## config.mk

```make
export PLATFORM = sky130hd
export DESIGN_NAME = ex_wb_arb
export DESIGN_NICKNAME = d
export VERILOG_FILES = /design/src/rtl/ex_wb_arb.sv
export SDC_FILE = /design/constraint.sdc
export NUM_CORES = 1
export LEC_CHECK = 0
export BUFFER_PORTS_ARGS = -buffer_cell sky130_fd_sc_hd__buf_2
export CAP_MARGIN = 20
export CORE_MARGIN = 8
export CORE_UTILIZATION = 30
export DETAILED_ROUTE_END_ITERATION = 8
export MAX_ROUTING_LAYER = met4
export SETUP_SLACK_MARGIN = 0.1
export SLEW_MARGIN = 20
export SYNTH_ARGS = -nofsm -noshare
export SYNTH_HDL_FRONTEND = slang
export SYNTH_SLANG_ARGS = --single-unit
```

## constraint.sdc

```tcl
create_clock -name clk -period 4.3 [get_ports clk]
set_clock_uncertainty 0.05 [all_clocks]
set_input_delay 0.86 -clock clk [delete_from_list [all_inputs] [get_ports clk]]
set_output_delay 0.86 -clock clk [all_outputs]
set_load 0.005 [all_outputs]
```

## src/rtl/ex_wb_arb.sv

```systemverilog
// Writeback arbiter: merges ALU results (through a 2-entry holding FIFO) and load
// returns into one registered register-file write port, with a decode hazard check.
`ifndef MAX_BIT_POS
`define MAX_BIT_POS 31
`endif

module ex_wb_arb #(
    parameter int unsigned FIFO_DEPTH = 2
) (
    input  logic                  clk,
    input  logic                  rst,
    input  logic                  alu_valid,
    input  logic [4:0]            alu_rd,
    input  logic [`MAX_BIT_POS:0] alu_data,
    output logic                  alu_ready,
    input  logic                  lsu_valid,
    input  logic [4:0]            lsu_rd,
    input  logic [`MAX_BIT_POS:0] lsu_data,
    output logic                  lsu_ready,
    output logic                  wb_en,
    output logic [4:0]            wb_rd,
    output logic [`MAX_BIT_POS:0] wb_data,
    input  logic [4:0]            rd_query,
    output logic                  hazard
);

    localparam int unsigned DW   = `MAX_BIT_POS + 1;
    localparam logic [1:0]  FULL = 2'(FIFO_DEPTH);

    typedef enum logic {
        SRC_ALU = 1'b0,
        SRC_LSU = 1'b1
    } src_e;

    logic [4:0]    r_fifo_rd   [2];
    logic [DW-1:0] r_fifo_data [2];
    logic          r_wr_ptr;
    logic          r_rd_ptr;
    logic [1:0]    r_count;
    src_e          r_last_grant;
    logic          r_wb_en;
    logic [4:0]    r_wb_rd;
    logic [DW-1:0] r_wb_data;

    logic          w_fifo_ne;
    logic          w_alu_in_ok;
    logic          w_alu_cand;
    logic          w_lsu_cand;
    logic          w_alu_rdy;
    logic          w_gnt_alu;
    logic          w_gnt_lsu;
    logic          w_pop;
    logic          w_direct;
    logic          w_push;
    logic [4:0]    w_gnt_rd;
    logic [DW-1:0] w_gnt_data;
    logic          w_hz_fifo;
    logic          w_hz_in;
    logic          w_hz_wb;

    // rd=0 offers are accepted but never become candidates, so they are silently dropped.
    assign w_fifo_ne   = (r_count != 2'd0);
    assign w_alu_in_ok = alu_valid && (alu_rd != 5'd0);
    assign w_alu_cand  = w_fifo_ne || w_alu_in_ok;
    assign w_lsu_cand  = lsu_valid && (lsu_rd != 5'd0);
    assign w_alu_rdy   = rst && (r_count != FULL);

    always_comb begin
        w_gnt_alu = 1'b0;
        w_gnt_lsu = 1'b0;
        if (w_alu_cand && w_lsu_cand) begin
            if (r_last_grant == SRC_LSU) begin
                w_gnt_alu = 1'b1;
            end else begin
                w_gnt_lsu = 1'b1;
            end
        end else if (w_alu_cand) begin
            w_gnt_alu = 1'b1;
        end else if (w_lsu_cand) begin
            w_gnt_lsu = 1'b1;
        end
    end

    // A direct ALU grant is only possible with an empty FIFO, which keeps results in order.
    assign w_pop    = w_gnt_alu && w_fifo_ne;
    assign w_direct = w_gnt_alu && !w_fifo_ne;
    assign w_push   = w_alu_rdy && w_alu_in_ok && !w_direct;

    always_comb begin
        w_gnt_rd   = '0;
        w_gnt_data = '0;
        if (w_pop) begin
            w_gnt_rd   = r_fifo_rd[r_rd_ptr];
            w_gnt_data = r_fifo_data[r_rd_ptr];
        end else if (w_direct) begin
            w_gnt_rd   = alu_rd;
            w_gnt_data = alu_data;
        end else if (w_gnt_lsu) begin
            w_gnt_rd   = lsu_rd;
            w_gnt_data = lsu_data;
        end
    end

    always_ff @(posedge clk or negedge rst) begin
        if (!rst) begin
            for (int unsigned i = 0; i < 2; i++) begin
                r_fifo_rd[i]   <= '0;
                r_fifo_data[i] <= '0;
            end
            r_wr_ptr <= 1'b0;
            r_rd_ptr <= 1'b0;
            r_count  <= 2'd0;
        end else begin
            if (w_push) begin
                r_fifo_rd[r_wr_ptr]   <= alu_rd;
                r_fifo_data[r_wr_ptr] <= alu_data;
                r_wr_ptr              <= r_wr_ptr + 1'b1;
            end
            if (w_pop) begin
                r_rd_ptr <= r_rd_ptr + 1'b1;
            end
            case ({w_push, w_pop})
                2'b10:   r_count <= r_count + 2'd1;
                2'b01:   r_count <= r_count - 2'd1;
                default: r_count <= r_count;
            endcase
        end
    end

    always_ff @(posedge clk or negedge rst) begin
        if (!rst) begin
            r_last_grant <= SRC_LSU;
            r_wb_en      <= 1'b0;
            r_wb_rd      <= '0;
            r_wb_data    <= '0;
        end else begin
            r_wb_en <= w_gnt_alu || w_gnt_lsu;
            if (w_gnt_alu) begin
                r_last_grant <= SRC_ALU;
            end else if (w_gnt_lsu) begin
                r_last_grant <= SRC_LSU;
            end
            if (w_gnt_alu || w_gnt_lsu) begin
                r_wb_rd   <= w_gnt_rd;
                r_wb_data <= w_gnt_data;
            end
        end
    end

    assign w_hz_fifo = (w_fifo_ne && (r_fifo_rd[r_rd_ptr] == rd_query))
                    || ((r_count == 2'd2) && (r_fifo_rd[~r_rd_ptr] == rd_query));
    assign w_hz_in   = (alu_valid && (alu_rd == rd_query))
                    || (lsu_valid && (lsu_rd == rd_query));
    assign w_hz_wb   = r_wb_en && (r_wb_rd == rd_query);

    assign alu_ready = w_alu_rdy;
    assign lsu_ready = rst && lsu_valid && ((lsu_rd == 5'd0) || w_gnt_lsu);
    assign hazard    = rst && (rd_query != 5'd0) && (w_hz_fifo || w_hz_in || w_hz_wb);
    assign wb_en     = r_wb_en;
    assign wb_rd     = r_wb_rd;
    assign wb_data   = r_wb_data;

endmodule

```

---- Yosys cells after proc, flatten, opt, wreduce, memory -nomap -nowiden ----
Index checks and enable logic that the tools add are counted.
storage, ports and cells
  bits in registers ....................... 117
  input port bits ......................... 83
  output and inout bits ................... 41
  logic and storage cells ................. 97
operators by class
  $add $sub $neg .......................... 4
  order comparisons ....................... 4
  equal/unequal tests ..................... 9
  multiplexer cells ....................... 31
  bitwise logic cells ..................... 4
  reductions and logical operators ........ 34
operators by type and width
  kind                                                                   number
  32-bit 2-to-1 mux                                                      7
  64-bit bitwise mux                                                     1
  5-bit 2-to-1 mux                                                       10
  32-bit demux with 1-bit select                                         1
  5-bit equality test                                                    5
  1-bit logical AND                                                      18
  5-bit nonzero test                                                     3
  10-bit bitwise mux                                                     1
  1-bit 2-to-1 mux                                                       9
  1-bit logical OR                                                       7
  2-bit greater-or-equal comparator, second input constant               3
  1-bit inverter with 2-bit output                                       3
  2-bit nonzero test                                                     3
  5-bit demux with 1-bit select                                          1
  5-bit logical NOT                                                      1
  2-bit equality test, second input constant                             2
  2-bit one-hot mux with 2 select lines                                  1
  1-bit adder, second input constant                                     2
  2-bit by 1-bit adder with 2-bit output, second input constant          1
  2-bit by 1-bit equality test with 1-bit output, second input constant  1
  1-bit logical NOT                                                      2
  2-bit by 1-bit < comparator with 1-bit output, second input constant   1
  2-bit != test, second input constant                                   1
  2-bit by 1-bit subtractor with 2-bit output, second input constant     1
  1-bit inverter                                                         1

---- Depth between registers and ports, before layout ----
  depth after elaboration ................. 11
  depth in mapped cells ................... 9

---- Worst setup path after synthesis ----
OpenSTA, ideal clock, no wires.
  path kind ............................... input to output
  start point ............................. in alu_rd[3]
  end point ............................... out lsu_ready
  arrival time ............................ 2,064 ps
  data required time ...................... 3,390 ps
  setup slack ............................. 1,326 ps
  cell stages on the path ................. 4
  path buffers ............................ 0
  cells stage by stage .................... or4_4 > o21ai_0 > a21boi_0 > a21oi_1
on the way
  longest elaborated chain between the ends .. 7
ends and longest elaborated chain
  what                                                   RTL line  source
  from (decl)                                            13        input logic [4:0] alu_rd,
  5-bit nonzero test *                                   63        assign w_alu_in_ok = alu_valid && (alu_rd != 5'd0);
  1-bit logical AND *                                    63
  1-bit logical OR *                                     64        assign w_alu_cand = w_fifo_ne || w_alu_in_ok;
  1-bit 2-to-1 mux or 1-bit logical AND (tied branches)  77, 71
  1-bit 2-to-1 mux *                                     71        if (w_alu_cand && w_lsu_cand) begin
  1-bit logical OR *                                     157       assign lsu_ready = rst && lsu_valid && ((lsu_rd == 5'd0) || w_gnt_lsu);
  1-bit logical AND *                                    157
  to (decl)                                              19        output logic lsu_ready,
Every way passes the cells marked *; elsewhere a longest branch is shown, timed or not.

---- Worst setup path after layout ----
Ends and elaborated chain as after synthesis.

==> Flow_metrics.wiki <==
{| class="wikitable"
! Metric !! Value
|-
| Post-route fraction of the period consumed by the critical path || 0.8641
|-
| Critical-path cell list || buf_2 -> or4_4 -> o21ai_0 -> a21boi_0 -> a21oi_1 -> buf_2
|-
| Overall die height || 159.3 µm
|-
| Setup bufs post-CTS || 0
|-
| Routed wire length || 16330 µm
|-
| Synthesized netlist cell count || 501
|-
| Top cell type by total area after synthesis || dfrtp_1
|-
| Fin crit period || 3.715 ns
|-
| Critical path buffers and inverters || 2
|-
| Total Neg Setup Slack || 0 ns
|-
| Final-stage net count || 699
|-
| Port buffer count || 123
|-
| Fmax || 269.1 MHz
|-
| Synth Net Count || 585
|-
| H-tree Lvls || 4
|-
| Residual antenna-violating net count after detailed routing || 0
|-
| Wire length of the first global-routing pass || 27200 µm
|-
| Sequential-to-total area share from yosys stat || 0.4752
|-
| RSZ-0062 raised after global routing || false
|-
| Result of the run || finished, final reports clean
|-
| Critical Path Most Common Cell || buf_2
|-
| Data required time of the critical path || 3.39 ns
|-
| WS Path Type || input port to output port
|-
| Die ar. || 25390 µm²
|-
| Clk Tree Root Cell || clkbuf_16
|-
| Number of failing setup endpoints in the final timing report || 0
|-
| Resized cells post-CTS || 0
|-
| Placed instance count || 866
|-
| Initial antenna violation count || 0
|-
| Endpoints failing hold || 0
|-
| Layout cell share with drive strength beyond 1 || 0.4029
|-
| Flip-flop and latch count after synthesis || 117
|-
| Netlist cell types || 38
|-
| Detailed-placement wirelength estimate || 11280 µm
|-
| Top cell family by delay on the critical path || compound AO/OA/AOI/OAI gates
|-
| Buffer levels on the longest clock path || 2
|-
| Synth Cell Area || 6163 µm²
|-
| Number of enable-type register cells in the synthesized netlist || 0
|-
| Dominant register cell in the synthesized netlist || dfrtp_1
|-
| Via total after detailed routing || 4360
|-
| Tightest Hold Check Type || input port to async pin
|-
| Standard cell with the maximum stage delay on the critical path || or4_4
|-
| Via count of the first global-routing pass || 4863
|-
| Delay of the slowest critical-path stage || 0.56 ns
|-
| Starting density of the core || 0.3056
|-
| Later-pin clock latency in the skew report || 0.40 ns
|-
| Layout fillers || 1986
|-
| Die span in x || 159.3 µm
|-
| Count of pins on the block boundary || 124
|-
| Leakage || 3.578 nW
|-
| Congestion Overflow GR || 0
|-
| Power per unit of standard cell area || 763.8 nW/µm²
|-
| Average instance area after synthesis || 12.30 µm²
|-
| Final antenna diode count || 0
|-
| Area overhead of the layout relative to synthesis || 23.85%
|-
| Detailed-route wire length per cell || 18.18 µm
|-
| Most numerous cell in the Yosys netlist || dfrtp_1
|-
| Max Fanout on Critical Path || 6
|-
| Number of CTS-inserted buffers || 17
|-
| Yosys Warn Count || 0
|-
| Non-filler instance count after layout || 898
|-
| Placer's final routability congestion estimate || 0.8135
|-
| Initial DRT Pass Iterations || 5
|-
| Vias per std cell || 4.855
|-
| Post-synth ARST share || 1.000
|-
| Most instantiated cells after synthesis || 116 x dfrtp_1, 60 x mux2_4, 47 x nand2_1, 42 x mux2i_1, 40 x a21oi_1
|-
| Critical path capture point type || output port
|-
| Max-Cap Viols || 0
|-
| Count of clock tree sinks || 117
|-
| DRC violation total after the first TritonRoute iteration || 223
|-
| Least-Margin Pin Slew || 1.046 ns
|-
| Maximum number of pins on one net before global-route repair || 64
|-
| Crit path launch type || input port
|-
| Normalized max-slew margin || 0.3024
|-
| Area of the placeable core || 20170 µm²
|-
| Worst voltage drop across the vdd grid || 0.0002358 V
|-
| Max-slew violation count || 0
|-
| TritonCTS clock tree || built
|-
| Hold-fix buffers at CTS || 0
|-
| Yosys top cell area share || 0.4710
|-
| Number of rows created at floorplan || 52
|-
| Top cells by area, synth || dfrtp_1 47%, mux2_4 15%, mux2i_1 6.8%
|-
| Final routed DRC violation total || 0
|-
| Final Total Pwr || 5.830 mW
|-
| Global Route Usage Sum || 0.1365
|-
| Post-CTS clock slew at the launch and capture registers of the worst setup and hold paths || 0.06 ns
|-
| Arrival @ worst endpoint || 2.81 ns
|}
## cells in the final DEF (no fill, tap or decap), types with 3 or more instances in the layout
cell type / Yosys / routed
a21oi_1: 40 / 39
a22o_1: 36 / 36
a2bb2oi_1: 31 / 31
buf_2: 10 / 122
buf_4: 0 / 15
bufinv_16: 0 / 3
clkbuf_1: 20 / 3
clkbuf_16: 0 / 17
clkbuf_8: 0 / 3
clkinv_2: 0 / 4
dfrtp_1: 116 / 115
inv_1: 3 / 3
mux2_2: 14 / 14
mux2_4: 60 / 60
mux2i_1: 42 / 42
nand2_1: 47 / 47
nand4_1: 3 / 3
nor4_1: 3 / 3
o22ai_1: 6 / 6
xnor2_1: 18 / 18
xor2_1: 12 / 12
## registers in the layout, indices dropped and copies added, names as in the netlist
name	count
r_count	2
wb_en	1
r_fifo_data	64
wb_rd	5
r_last_grant	1
r_rd_ptr	1
wb_data	32
r_fifo_rd	10
r_wr_ptr	1
## final cells by class
cell class / count / area [µm²] / area share
multi-input combinational: 339 / 3028 / 0.3967
sequential: 117 / 2930 / 0.3839
timing repair buffer: 137 / 723.2 / 0.09474
clock buffer: 23 / 478.0 / 0.06261
tap: 270 / 337.8 / 0.04426
clock inverter: 9 / 125.1 / 0.01639
inverter: 3 / 11.26 / 0.001475
## routing by layer
layer / vias to the layer above / track usage / part of all wire / routed length [µm]
met5: - / - / 0 / 0
met3: 19 / 0.02482 / 0.027 / 444
met2: 98 / 0.2127 / 0.47 / 7633
met4: 0 / 0.05146 / 0.016 / 265
met1: 2184 / 0.1742 / 0.49 / 7984
li1: 2059 / - / - / -
## per-stage QoR
| stage | hold WS [ns] | utilization | cell area [µm²] | setup slack, ns |
|---|---|---|---|---|
| floorplan | 0.4055 | - | 6163 | 1.326 |
| global placement | 0.4264 | 0.3486 | 7030 | 0.6927 |
| detailed placement | 0.4346 | 0.3486 | 7030 | 0.6252 |
| CTS | 0.3247 | 0.3785 | 7634 | 0.6146 |
| global route | 0.3475 | 0.3785 | 7634 | 0.4878 |
| finish | 0.3302 | 0.3785 | 7634 | 0.5846 |
## path summary, 6_finish.rpt
kind / endpoint / slack, ns / depth (start not counted) / from
setup reg to reg: r_fifo_data[36] / 1.61 / 6 / r_last_grant
hold reg to reg: wb_data[23] / 0.44 / 1 / wb_data[23]
hold / removal: r_fifo_data[60] / 0.33 / 1 / rst
min in group clk: wb_data[23] / 0.44 / 1 / wb_data[23]
max in group asynchronous: wb_data[16] / 2.71 / 2 / rst
setup / recovery: lsu_ready / 0.58 / 6 / alu_rd[3]
## worst register-to-register path: cells and delay by family (launching register included)
kind,cells,cell delay (ns)
and+or+nand+nor,2,0.27
DFF,1,0.38
muxes,1,0.41
AOI/OAI and AO/OA,2,1.08
buffers and inverters,1,0.38
## report_power, final
| group | internal, mW | switching (mW) |
|---|---|---|
| clock network | 0.954 | 0.502 |
| registers | 1.67 | 0.370 |
| logic | 1.32 | 1.01 |
## kinds of logic after synthesis
| logic type | after synthesis | synth area share |
|---|---|---|
| simple gates | 67 | 0.04852 |
| compound gates | 125 | 0.1512 |
| xor+xnor | 30 | 0.04263 |
| flops | 117 | 0.4752 |
| buf+inv | 45 | 0.04040 |
| mux | 116 | 0.2399 |
| fa+ha+maj | 1 | 0.002030 |
(Power assumes the default switching activity.)
